File: config.mk
export PLATFORM = sky130hd
export DESIGN_NAME = twin_elevator_dispatcher_flat
export DESIGN_NICKNAME = d
export VERILOG_FILES = /design/src/rtl/twin_elevator_pkg.sv /design/src/rtl/twin_elevator_dispatcher_if.sv /design/src/rtl/twin_elevator_dispatcher_car_selector.sv /design/src/rtl/twin_elevator_dispatcher.sv /design/src/flat_wrapper.sv
export SDC_FILE = /design/constraint.sdc
export NUM_CORES = 1
export LEC_CHECK = 0
export BUFFER_PORTS_ARGS = -buffer_cell sky130_fd_sc_hd__buf_2
export CAP_MARGIN = 20
export CORE_UTILIZATION = 56
export CTS_CLUSTER_SIZE = 12
export DETAILED_ROUTE_END_ITERATION = 10
export PLACE_DENSITY = 0.88
export SYNTH_ARGS = -nofsm -noshare
export SYNTH_HDL_FRONTEND = slang
export SYNTH_SLANG_ARGS = --single-unit
File: constraint.sdc
create_clock -name clk -period 3.2 [get_ports clk]
set_input_delay 0.48 -clock clk [delete_from_list [all_inputs] [get_ports clk]]
set_output_delay 0.48 -clock clk [all_outputs]
set_load 0.01 [all_outputs]
File: src/rtl/twin_elevator_pkg.sv
// Shared types for the twin-elevator hall-call dispatcher.
// Floor codes are one-hot; indices are log2(NUM_FLOORS) bits.
package twin_elevator_pkg;

    localparam int NUM_FLOORS = 4;
    localparam int IDX_W      = $clog2(NUM_FLOORS);

    typedef logic [NUM_FLOORS-1:0] floor_t;
    typedef logic [IDX_W-1:0]      idx_t;

    typedef enum logic [1:0] {
        IDLE     = 2'd0,
        SELECT   = 2'd1,
        ISSUE    = 2'd2,
        WAIT_ACK = 2'd3
    } disp_state_e;

    typedef enum logic {
        CAR1 = 1'b0,
        CAR2 = 1'b1
    } car_sel_t;

    typedef struct packed {
        logic valid;
        idx_t idx;
    } oh_idx_t;

    function automatic oh_idx_t onehot_to_idx(floor_t f);
        oh_idx_t r;
        r.valid = $onehot(f);
        r.idx   = '0;
        for (int i = 0; i < NUM_FLOORS; i++) begin
            if (f[i]) r.idx = IDX_W'(i);
        end
        return r;
    endfunction

endpackage

File: src/rtl/twin_elevator_dispatcher_if.sv
// Call input, car status and car command bundle between
// the call decode / car drive side and the dispatcher.
interface twin_elevator_dispatcher_if;
    import twin_elevator_pkg::*;

    logic   call_valid;
    floor_t call_floor;
    floor_t cur1;
    floor_t cur2;
    logic   busy1;
    logic   busy2;
    floor_t dest1;
    logic   go1;
    floor_t dest2;
    logic   go2;
    floor_t pending;
    logic   call_err;

    modport master (
        output call_valid, call_floor, cur1, cur2, busy1, busy2,
        input  dest1, go1, dest2, go2, pending, call_err
    );

    modport slave (
        input  call_valid, call_floor, cur1, cur2, busy1, busy2,
        output dest1, go1, dest2, go2, pending, call_err
    );

endinterface

File: src/rtl/twin_elevator_dispatcher_car_selector.sv
// Picks the car for a target floor: nearest idle car,
// round-robin favourite on an equal-distance tie.
module car_selector
    import twin_elevator_pkg::*;
(
    input  floor_t   i_target,
    input  floor_t   i_cur1,
    input  floor_t   i_cur2,
    input  logic     i_busy1,
    input  logic     i_busy2,
    input  car_sel_t i_rr_favor,
    output car_sel_t o_sel,
    output logic     o_sel_valid,
    output logic     o_tie
);

    oh_idx_t w_t;
    oh_idx_t w_c1;
    oh_idx_t w_c2;
    idx_t    w_d1;
    idx_t    w_d2;
    logic    w_idle1;
    logic    w_idle2;

    assign w_t  = onehot_to_idx(i_target);
    assign w_c1 = onehot_to_idx(i_cur1);
    assign w_c2 = onehot_to_idx(i_cur2);

    // A car between floors has no legal position and cannot be chosen.
    assign w_idle1 = !i_busy1 && w_c1.valid;
    assign w_idle2 = !i_busy2 && w_c2.valid;

    assign w_d1 = (w_t.idx >= w_c1.idx) ? w_t.idx - w_c1.idx
                                        : w_c1.idx - w_t.idx;
    assign w_d2 = (w_t.idx >= w_c2.idx) ? w_t.idx - w_c2.idx
                                        : w_c2.idx - w_t.idx;

    always_comb begin
        o_sel       = CAR1;
        o_sel_valid = 1'b0;
        o_tie       = 1'b0;
        unique case (1'b1)
            (w_idle1 && w_idle2): begin
                o_sel_valid = w_t.valid;
                if (w_d1 < w_d2) begin
                    o_sel = CAR1;
                end else if (w_d2 < w_d1) begin
                    o_sel = CAR2;
                end else begin
                    o_sel = i_rr_favor;
                    o_tie = w_t.valid;
                end
            end
            (w_idle1 && !w_idle2): begin
                o_sel       = CAR1;
                o_sel_valid = w_t.valid;
            end
            (!w_idle1 && w_idle2): begin
                o_sel       = CAR2;
                o_sel_valid = w_t.valid;
            end
            default: begin
                o_sel_valid = 1'b0;
            end
        endcase
    end

endmodule

File: src/rtl/twin_elevator_dispatcher.sv
// Hall-call dispatcher: latches calls into a pending set and issues
// one destination at a time to the selected car, waiting for its ack.
module twin_elevator_dispatcher
    import twin_elevator_pkg::*;
#(
    parameter int ACK_TIMEOUT = 16
)(
    input logic                     clk,
    input logic                     rst_n,
    twin_elevator_dispatcher_if.slave bus
);

    localparam int CNT_W = (ACK_TIMEOUT > 1) ? $clog2(ACK_TIMEOUT) : 1;
    localparam logic [CNT_W-1:0] CNT_MAX = CNT_W'(ACK_TIMEOUT - 1);

    localparam logic [1:0] ST_IDLE   = 2'(IDLE);
    localparam logic [1:0] ST_SELECT = 2'(SELECT);
    localparam logic [1:0] ST_ISSUE  = 2'(ISSUE);
    localparam logic [1:0] ST_WAIT   = 2'(WAIT_ACK);

    logic [1:0]       r_state;
    floor_t           r_pending;
    floor_t           r_target;
    floor_t           r_dest1;
    floor_t           r_dest2;
    logic             r_go1;
    logic             r_go2;
    logic             r_err;
    car_sel_t         r_sel;
    car_sel_t         r_rr;
    logic [CNT_W-1:0] r_cnt;

    logic     w_legal;
    logic     w_served;
    floor_t   w_set;
    floor_t   w_clr;
    floor_t   w_target;
    logic     w_busy_sel;
    logic     w_ack;
    car_sel_t w_sel;
    logic     w_sel_valid;
    logic     w_tie;

    assign w_legal  = $onehot(bus.call_floor);
    assign w_served = (bus.call_floor == bus.cur1 && !bus.busy1) ||
                      (bus.call_floor == bus.cur2 && !bus.busy2);
    assign w_set    = (bus.call_valid && w_legal && !w_served)
                      ? bus.call_floor : '0;

    // Isolate the lowest set pending bit.
    assign w_target = r_pending & (~r_pending + floor_t'(1));

    assign w_busy_sel = (r_sel == CAR1) ? bus.busy1 : bus.busy2;
    assign w_ack      = (r_state == ST_WAIT) && w_busy_sel;
    assign w_clr      = w_ack ? r_target : '0;

    car_selector u_sel (
        .i_target    (w_target),
        .i_cur1      (bus.cur1),
        .i_cur2      (bus.cur2),
        .i_busy1     (bus.busy1),
        .i_busy2     (bus.busy2),
        .i_rr_favor  (r_rr),
        .o_sel       (w_sel),
        .o_sel_valid (w_sel_valid),
        .o_tie       (w_tie)
    );

    always_ff @(posedge clk or negedge rst_n) begin
        if (!rst_n) begin
            r_state   <= ST_IDLE;
            r_pending <= '0;
            r_target  <= '0;
            r_dest1   <= '0;
            r_dest2   <= '0;
            r_go1     <= 1'b0;
            r_go2     <= 1'b0;
            r_err     <= 1'b0;
            r_sel     <= CAR1;
            r_rr      <= CAR1;
            r_cnt     <= '0;
        end else begin
            r_pending <= (r_pending | w_set) & ~w_clr;
            r_err     <= bus.call_valid && !w_legal;
            r_go1     <= 1'b0;
            r_go2     <= 1'b0;
            unique case (r_state)
                ST_IDLE: begin
                    if (|r_pending && (!bus.busy1 || !bus.busy2))
                        r_state <= ST_SELECT;
                end
                ST_SELECT: begin
                    if (w_sel_valid) begin
                        r_sel    <= w_sel;
                        r_target <= w_target;
                        if (w_tie)
                            r_rr <= (r_rr == CAR1) ? CAR2 : CAR1;
                        r_state  <= ST_ISSUE;
                    end else begin
                        r_state  <= ST_IDLE;
                    end
                end
                ST_ISSUE: begin
                    if (r_sel == CAR1) begin
                        r_go1   <= 1'b1;
                        r_dest1 <= r_target;
                    end else begin
                        r_go2   <= 1'b1;
                        r_dest2 <= r_target;
                    end
                    r_cnt   <= '0;
                    r_state <= ST_WAIT;
                end
                ST_WAIT: begin
                    // A timeout leaves the call pending for a fresh arbitration.
                    if (w_busy_sel || r_cnt == CNT_MAX)
                        r_state <= ST_IDLE;
                    else
                        r_cnt <= r_cnt + 1'b1;
                end
                default: r_state <= ST_IDLE;
            endcase
        end
    end

    assign bus.dest1    = r_dest1;
    assign bus.go1      = r_go1;
    assign bus.dest2    = r_dest2;
    assign bus.go2      = r_go2;
    assign bus.pending  = r_pending;
    assign bus.call_err = r_err;

endmodule

File: src/flat_wrapper.sv
// flat-port wrapper written by rule: the top's interface ports become plain ports
module twin_elevator_dispatcher_flat import twin_elevator_pkg::*;
#(
    parameter int ACK_TIMEOUT = 16
)
  (clk, rst_n, bus_call_valid, bus_call_floor, bus_cur1, bus_cur2, bus_busy1, bus_busy2, bus_dest1, bus_go1, bus_dest2, bus_go2, bus_pending, bus_call_err);
  twin_elevator_dispatcher_if bus_i ();
  input logic clk;
  input logic rst_n;
  input wire logic [$bits(bus_i.call_valid)-1:0] bus_call_valid;
  input wire logic [$bits(bus_i.call_floor)-1:0] bus_call_floor;
  input wire logic [$bits(bus_i.cur1)-1:0] bus_cur1;
  input wire logic [$bits(bus_i.cur2)-1:0] bus_cur2;
  input wire logic [$bits(bus_i.busy1)-1:0] bus_busy1;
  input wire logic [$bits(bus_i.busy2)-1:0] bus_busy2;
  output wire logic [$bits(bus_i.dest1)-1:0] bus_dest1;
  output wire logic [$bits(bus_i.go1)-1:0] bus_go1;
  output wire logic [$bits(bus_i.dest2)-1:0] bus_dest2;
  output wire logic [$bits(bus_i.go2)-1:0] bus_go2;
  output wire logic [$bits(bus_i.pending)-1:0] bus_pending;
  output wire logic [$bits(bus_i.call_err)-1:0] bus_call_err;
  assign bus_i.call_valid = bus_call_valid;
  assign bus_i.call_floor = bus_call_floor;
  assign bus_i.cur1 = bus_cur1;
  assign bus_i.cur2 = bus_cur2;
  assign bus_i.busy1 = bus_busy1;
  assign bus_i.busy2 = bus_busy2;
  assign bus_dest1 = bus_i.dest1;
  assign bus_go1 = bus_i.go1;
  assign bus_dest2 = bus_i.dest2;
  assign bus_go2 = bus_i.go2;
  assign bus_pending = bus_i.pending;
  assign bus_call_err = bus_i.call_err;
  twin_elevator_dispatcher #(.ACK_TIMEOUT(ACK_TIMEOUT)) u_core (.clk(clk), .rst_n(rst_n), .bus(bus_i));
endmodule
## Word level (Yosys, flattened, before mapping)

Index checks and enable logic that the tools add are counted.

| storage, ports and cells | value |
|---|---|
| register bits after elaboration | 27 |
| output and inout bits | 15 |

| operators by class | value |
|---|---|
| $add $sub $neg | 18 |
| order comparisons | 4 |
| equality and inequality tests | 13 |
| mux-type cells | 32 |
| bitwise operators | 6 |
| reduce and logical (&&, ||, !) cells | 31 |

Operators by type and width:

| cell | count |
|---|---|
| $mux W2 | 11 |
| $add A1 B1 Y2 | 8 |
| $mux W1 | 15 |
| $eq A3 B1 Y1 const B | 4 |
| $logic_and A1 B1 Y1 | 12 |
| $mux W4 | 3 |
| $reduce_and A2 Y1 | 5 |
| $add A4 B1 Y4 const B | 2 |
| $and A4 B4 Y4 | 2 |
| $eq A4 B4 Y1 | 2 |
| $not A4 Y4 | 2 |
| $pmux W2 S4 | 1 |
| $pmux W4 S2 | 1 |
| $sub A2 B2 Y2 | 4 |
| $add A2 B2 Y3 | 2 |
| $logic_not A1 Y1 | 6 |
| $eq A2 B2 Y1 const B | 2 |
| $eq A4 B4 Y1 const B | 1 |
| $ge A2 B2 Y1 | 2 |
| $lt A2 B2 Y1 | 2 |
| $ne A2 B2 Y1 const B | 2 |
| $or A4 B4 Y4 | 1 |
| $reduce_or A4 Y1 | 1 |
| $add A3 B2 Y3 | 1 |
| 10 further kinds | 12 |

## Longest topological paths before layout

| depth | value |
|---|---|
| depth after elaboration | 13 |
| gate-level depth with buffers | 15 |
| mapped depth without buffers | 15 |

## Modules after synthesis

From an unflattened synthesis, not the netlist that was laid out.

| second synthesis, totals | value |
|---|---|
| cell total of the unflattened synthesis | 181 |
| area total of the unflattened synthesis | 1,865.5 um2 |

By module, submodules not included:

| module | instances | cells each | area each (um2) | seq. area each (um2) |
|---|---|---|---|---|
| twin_elevator_dispatcher | 1 | 113 | 1,325.0 | 675.6 |
| car_selector | 1 | 68 | 540.5 | 0.0 |

## Worst setup path before layout

OpenSTA, ideal clock, no wires.

| timing | value |
|---|---|
| path type | flip-flop to flip-flop |
| start point | register u_core.r_pending[2], in the netlist u_core.bus.pending[2] |
| end point | register u_core.r_sel |
| library setup time | 0.119 ns |
| data arrival time | 2.689 ns |
| required time | 3.081 ns |
| slack | 0.392 ns |
| cell stages (with the launch flop) | 15 |
| period minus slack after synthesis | 2.808 ns |
| path through | dfrtp_1 -> nor2b_1 -> nor2_1 -> nor2_1 -> inv_1 -> ha_1 -> fa_1 -> inv_1 -> a2bb2oi_1 -> o22ai_1 -> a31oi_1 -> ha_1 -> a31oi_1 -> a21oi_1 -> a21o_2 |

| between the ends | value |
|---|---|
| word-level cells in the longest chain between the ends | 11 |

Ends and longest elaborated chain:

| item | line | RTL |
|---|---|---|
| start: declaration | twin_elevator_dispatcher.sv:22 | `floor_t r_pending;` |
| start signal: assignment | twin_elevator_dispatcher.sv:83 | `r_pending <= (r_pending \| w_set) & ~w_clr;` |
| $not A4 Y4 | twin_elevator_dispatcher.sv:51 | `assign w_target = r_pending & (~r_pending + floor_t'(1));` |
| $add A4 B1 Y4 | twin_elevator_dispatcher.sv:51 |  |
| $and A4 B4 Y4 (*) | twin_elevator_dispatcher.sv:51 |  |
| $mux W2 (2 in a row) | twin_elevator_pkg.sv:33 | `if (f[i]) r.idx = IDX_W'(i);` |
| $sub A2 B2 Y2 (tied with other cells) | twin_elevator_dispatcher_car_selector.sv:36 | `: w_c2.idx - w_t.idx;` |
| $mux W2 (on tied branches) | twin_elevator_dispatcher_car_selector.sv:35, twin_elevator_dispatcher_car_selector.sv:33 |  |
| $lt A2 B2 Y1 | twin_elevator_dispatcher_car_selector.sv:47 | `end else if (w_d2 < w_d1) begin` |
| $mux W1 | twin_elevator_dispatcher_car_selector.sv:47 |  |
| $mux W1 | twin_elevator_dispatcher_car_selector.sv:45 | `if (w_d1 < w_d2) begin` |
| $pmux W1 S2 | twin_elevator_dispatcher_car_selector.sv:42 | `unique case (1'b1)` |
| end signal: assignment | twin_elevator_dispatcher.sv:94 | `r_sel <= w_sel;` |
| end: declaration | twin_elevator_dispatcher.sv:29 | `car_sel_t r_sel;` |

Mark *: on every way between the ends. The rest lies on a longest branch, timed or not.
A chain may end at the register's enable or synchronous reset.

## Worst setup path in the final report

| timing | value |
|---|---|
| start point | register u_core.r_pending[0], in the netlist u_core.bus.pending[0] |
| end point | register u_core.r_sel |

| between the ends | value |
|---|---|
| word-level cells in the longest chain between the ends | 12 |

Ends and longest elaborated chain:

| item | line |
|---|---|
| $not A4 Y4 | twin_elevator_dispatcher.sv:51 |
| $add A4 B1 Y4 | twin_elevator_dispatcher.sv:51 |
| $and A4 B4 Y4 (*) | twin_elevator_dispatcher.sv:51 |
| $mux W1 | twin_elevator_pkg.sv:33 |
| $mux W2 (2 in a row) | twin_elevator_pkg.sv:33 |
| $sub A2 B2 Y2 (tied with other cells) | twin_elevator_dispatcher_car_selector.sv:36 |
| $mux W2 (on tied branches) | twin_elevator_dispatcher_car_selector.sv:35, twin_elevator_dispatcher_car_selector.sv:33 |
| $lt A2 B2 Y1 | twin_elevator_dispatcher_car_selector.sv:47 |
| $mux W1 | twin_elevator_dispatcher_car_selector.sv:47 |
| $mux W1 | twin_elevator_dispatcher_car_selector.sv:45 |
| $pmux W1 S2 | twin_elevator_dispatcher_car_selector.sv:42 |

Marks and branches as above.

==> impl_results.md <==
- Vias in the first global route: 1312
- Worst clock skew: 0.00935 ns
- Top layer in use: met4
- Hold slack: 0.116 ns
- Required time worst endpoint: 3.43 ns
- Met3 wire len: 101 µm
- Final Power: 1.36 mW
- Crit Path Category: reg -> reg
- #FFs+latches synth: 27
- Final WS setup: 0.312 ns
- Top cell type's share of synthesized area: 36.7%
- Largest net degree at the start of global routing: 28
- Worst-margin pin slew: 0.560 ns
- R2R Setup Slk: 0.31 ns
- Power per cell area: 651 nW/µm²
- Root Buffer: clkbuf_4
- Die ar.: 3520 µm²
- DRT Pass-1 Iters: 4
- Routed length on met1: 1570 µm
- Worst-skew pair later-pin latency: 0.33 ns
- Status: finished, final reports clean
- Global-route wire length before repair: 5620 µm
- Wire length per cell: 13.4 µm
- Number of remaining DRC errors: 0
- H-tree levels: 1
- Pre-CTS setup slack: 0.163 ns
- Cts hold-fix bufs: 0
- Syn_nets: 220
- Dpl hpwl: 2860 µm
- Drt via density: 5.43
- Final Hold Viols: 0
- Clk slew on worst S/H paths: 0.15 ns
- TritonCTS buffer count: 3
- Core area: 3080 µm²
- Syn Inst Count: 181
- Critical path endpoint category: flop
- Share of flip-flops with an asynchronous set or reset: 100%
- Netlist cell types: 44
- # setup viols final: 0
- Layout area overhead: 13.7%
- Antenna-violating nets left: 0
- Normalized max-slew margin: 62.7%
- DP Area: 2050 µm²
- NumNets Final: 257
- Row count: 20
- Synth area leaders: dfrtp_1 (37%), ha_1 (11%), mux2_2 (6.7%)
- Top_reg_cell synth: dfrtp_1
- Layout Cells excl Fill: 261
- Lkg Pwr: 1.08 nW
- Final core occ: 68.0%
- N_diodes: 0
- Initial antenna violation count: 0
- Critical path launch point type: flop
- Vert. Die Dim: 59.3 µm
- Fin Setup TNS: 0 ns
- Worst Hold Class: in -> async
- Max Freq: 0.346 GHz
- Seq/Total Area, Yosys: 36.7%
- Clk buf depth: 2
- Most common cell after layout, fill and taps aside: buf_2
- Most frequent cells in the layout: buf_2 (31), dfrtp_1 (27), inv_1 (25)
- Top Ports: 32
- Total GRT Usage: 21.7%
- Via Count: 1417
- Initial Util: 59.8%
- Synth warn: 0
- Max VDD drop: 0.542 mV
- IO buf count: 31
- Unrepaired setup endpoints after global routing: false
- Max_cap viols: 0
- Die Wd: 59.3 µm
- Gr ovfl total: 0
- Placed Cells incl. Taps: 256
- Final wirelength: 3490 µm
- Period utilization: 90.3%
- Slew Limit Fails: 0
- Placer Congestion: 0.772
- Critical Path AT: 3.12 ns
- Post-Syn Area: 1840 µm²
- FF-to-FF Start: u_core.bus.pending[0]$_DFF_PN0_
- CP max FO: 6
- Crit path time final: 2.89 ns
- Final instance area: 2090 µm²
- CTS sink count: 27
- Syn_area_per_cell: 10.2 µm²
- Synth area leader: dfrtp_1
- Reg2Reg Depth: 13
- CTS tree: yes
- DRT iter0 DRCs: 48
- EDFF count, synth: 0
- Routed wl met2: 1790 µm
- Worst R2R End: u_core.r_sel$_DFFE_PN0P_
- Layout cells sized above 1: 27.2%
power breakdown:
part | leakage, nW | internal, mW | switching (mW)
registers | 0.334 | 0.452 | 0.125
clock network | 0.0183 | 0.0509 | 0.101
logic | 0.725 | 0.311 | 0.322
total | 1.08 | 0.814 | 0.547
worst max-delay path by stage:
stage / start / end / slack (ns)
detailed placement: bus_cur1[2] / u_core.r_sel$_DFFE_PN0P_ / 0.16
global route: u_core.bus.pending[0]$_DFF_PN0_ / u_core.r_sel$_DFFE_PN0P_ / 0.03
floorplan: u_core.bus.pending[2]$_DFF_PN0_ / u_core.r_sel$_DFFE_PN0P_ / 0.39
finish: u_core.bus.pending[0]$_DFF_PN0_ / u_core.r_sel$_DFFE_PN0P_ / 0.31
global placement: bus_cur1[2] / u_core.r_sel$_DFFE_PN0P_ / 0.30
CTS: u_core.bus.pending[2]$_DFF_PN0_ / u_core.r_sel$_DFFE_PN0P_ / 0.17
state kept, by name, summed over array words and instances (netlist names), named ones only:
| register | cells |
|---|---|
| u_core.bus.pending | 4 |
| u_core.bus.go2 | 1 |
| u_core.bus.go1 | 1 |
| u_core.bus.dest1 | 4 |
| u_core.bus.dest2 | 4 |
| u_core.r_rr | 1 |
| u_core.bus.call_err | 1 |
| u_core.r_state | 1 |
| u_core.r_target | 4 |
| u_core.r_cnt | 4 |
| u_core.r_sel | 1 |
worst max-delay path, stage by stage (launching register included):
cell,delay [ns]
dfrtp_1,0.47
nor2_1,0.20
inv_1,0.11
nor2_1,0.15
inv_1,0.08
fa_1,0.58
inv_1,0.06
a2bb2oi_1,0.16
o22ai_1,0.10
a31oi_1,0.16
ha_1,0.28
a31oi_1,0.17
a21oi_1,0.08
a21o_2,0.21
layout make-up:
cell class | instances | area (µm²)
sequential | 27 | 676
inverter | 25 | 93.8
fill | 244 | 986
multi-input combinational | 128 | 1070
clock buffer | 3 | 22.5
timing repair buffer | 33 | 170
tap | 44 | 55.1
clock inverter | 1 | 8.76
layer usage:
layer  up-vias  track usage (%)
met4         0             5.78
met1       692             27.4
li1        703                -
met5         -                0
met3         4             4.80
met2        18             37.7
cell families after synthesis:
kind of cell / share of synthesized area (%)
DFF: 36.7
muxes: 8.63
AOI/OAI and AO/OA: 13.3
xor gates and xnor gates: 3.33
and+or+nand+nor: 15.0
buffers and inverters: 5.51
adders and majority gates: 17.4
other: 0.204
Yosys cell counts, drive strengths merged (2+ instances only):
library cell and count:
dfrtp 27, inv 25, ha 16, nand2 16
mux2 12, nor2 9, o21ai 9, nand3 7
a21oi 6, fa 6, a31oi 4, xnor2 4
and2 3, nor2b 3, nor4b 3, o2bb2ai 3
xor2 3, a21o 2, mux2i 2, nor3 2
o22ai 2
what timing repair did:
action	in CTS	in global routing
endpoints found under the hold margin	0	0
endpoints found under the setup margin	0	1
resized for setup	0	1
buffers inserted	0	1
Note: power is estimated with default switching activity, not from simulation.
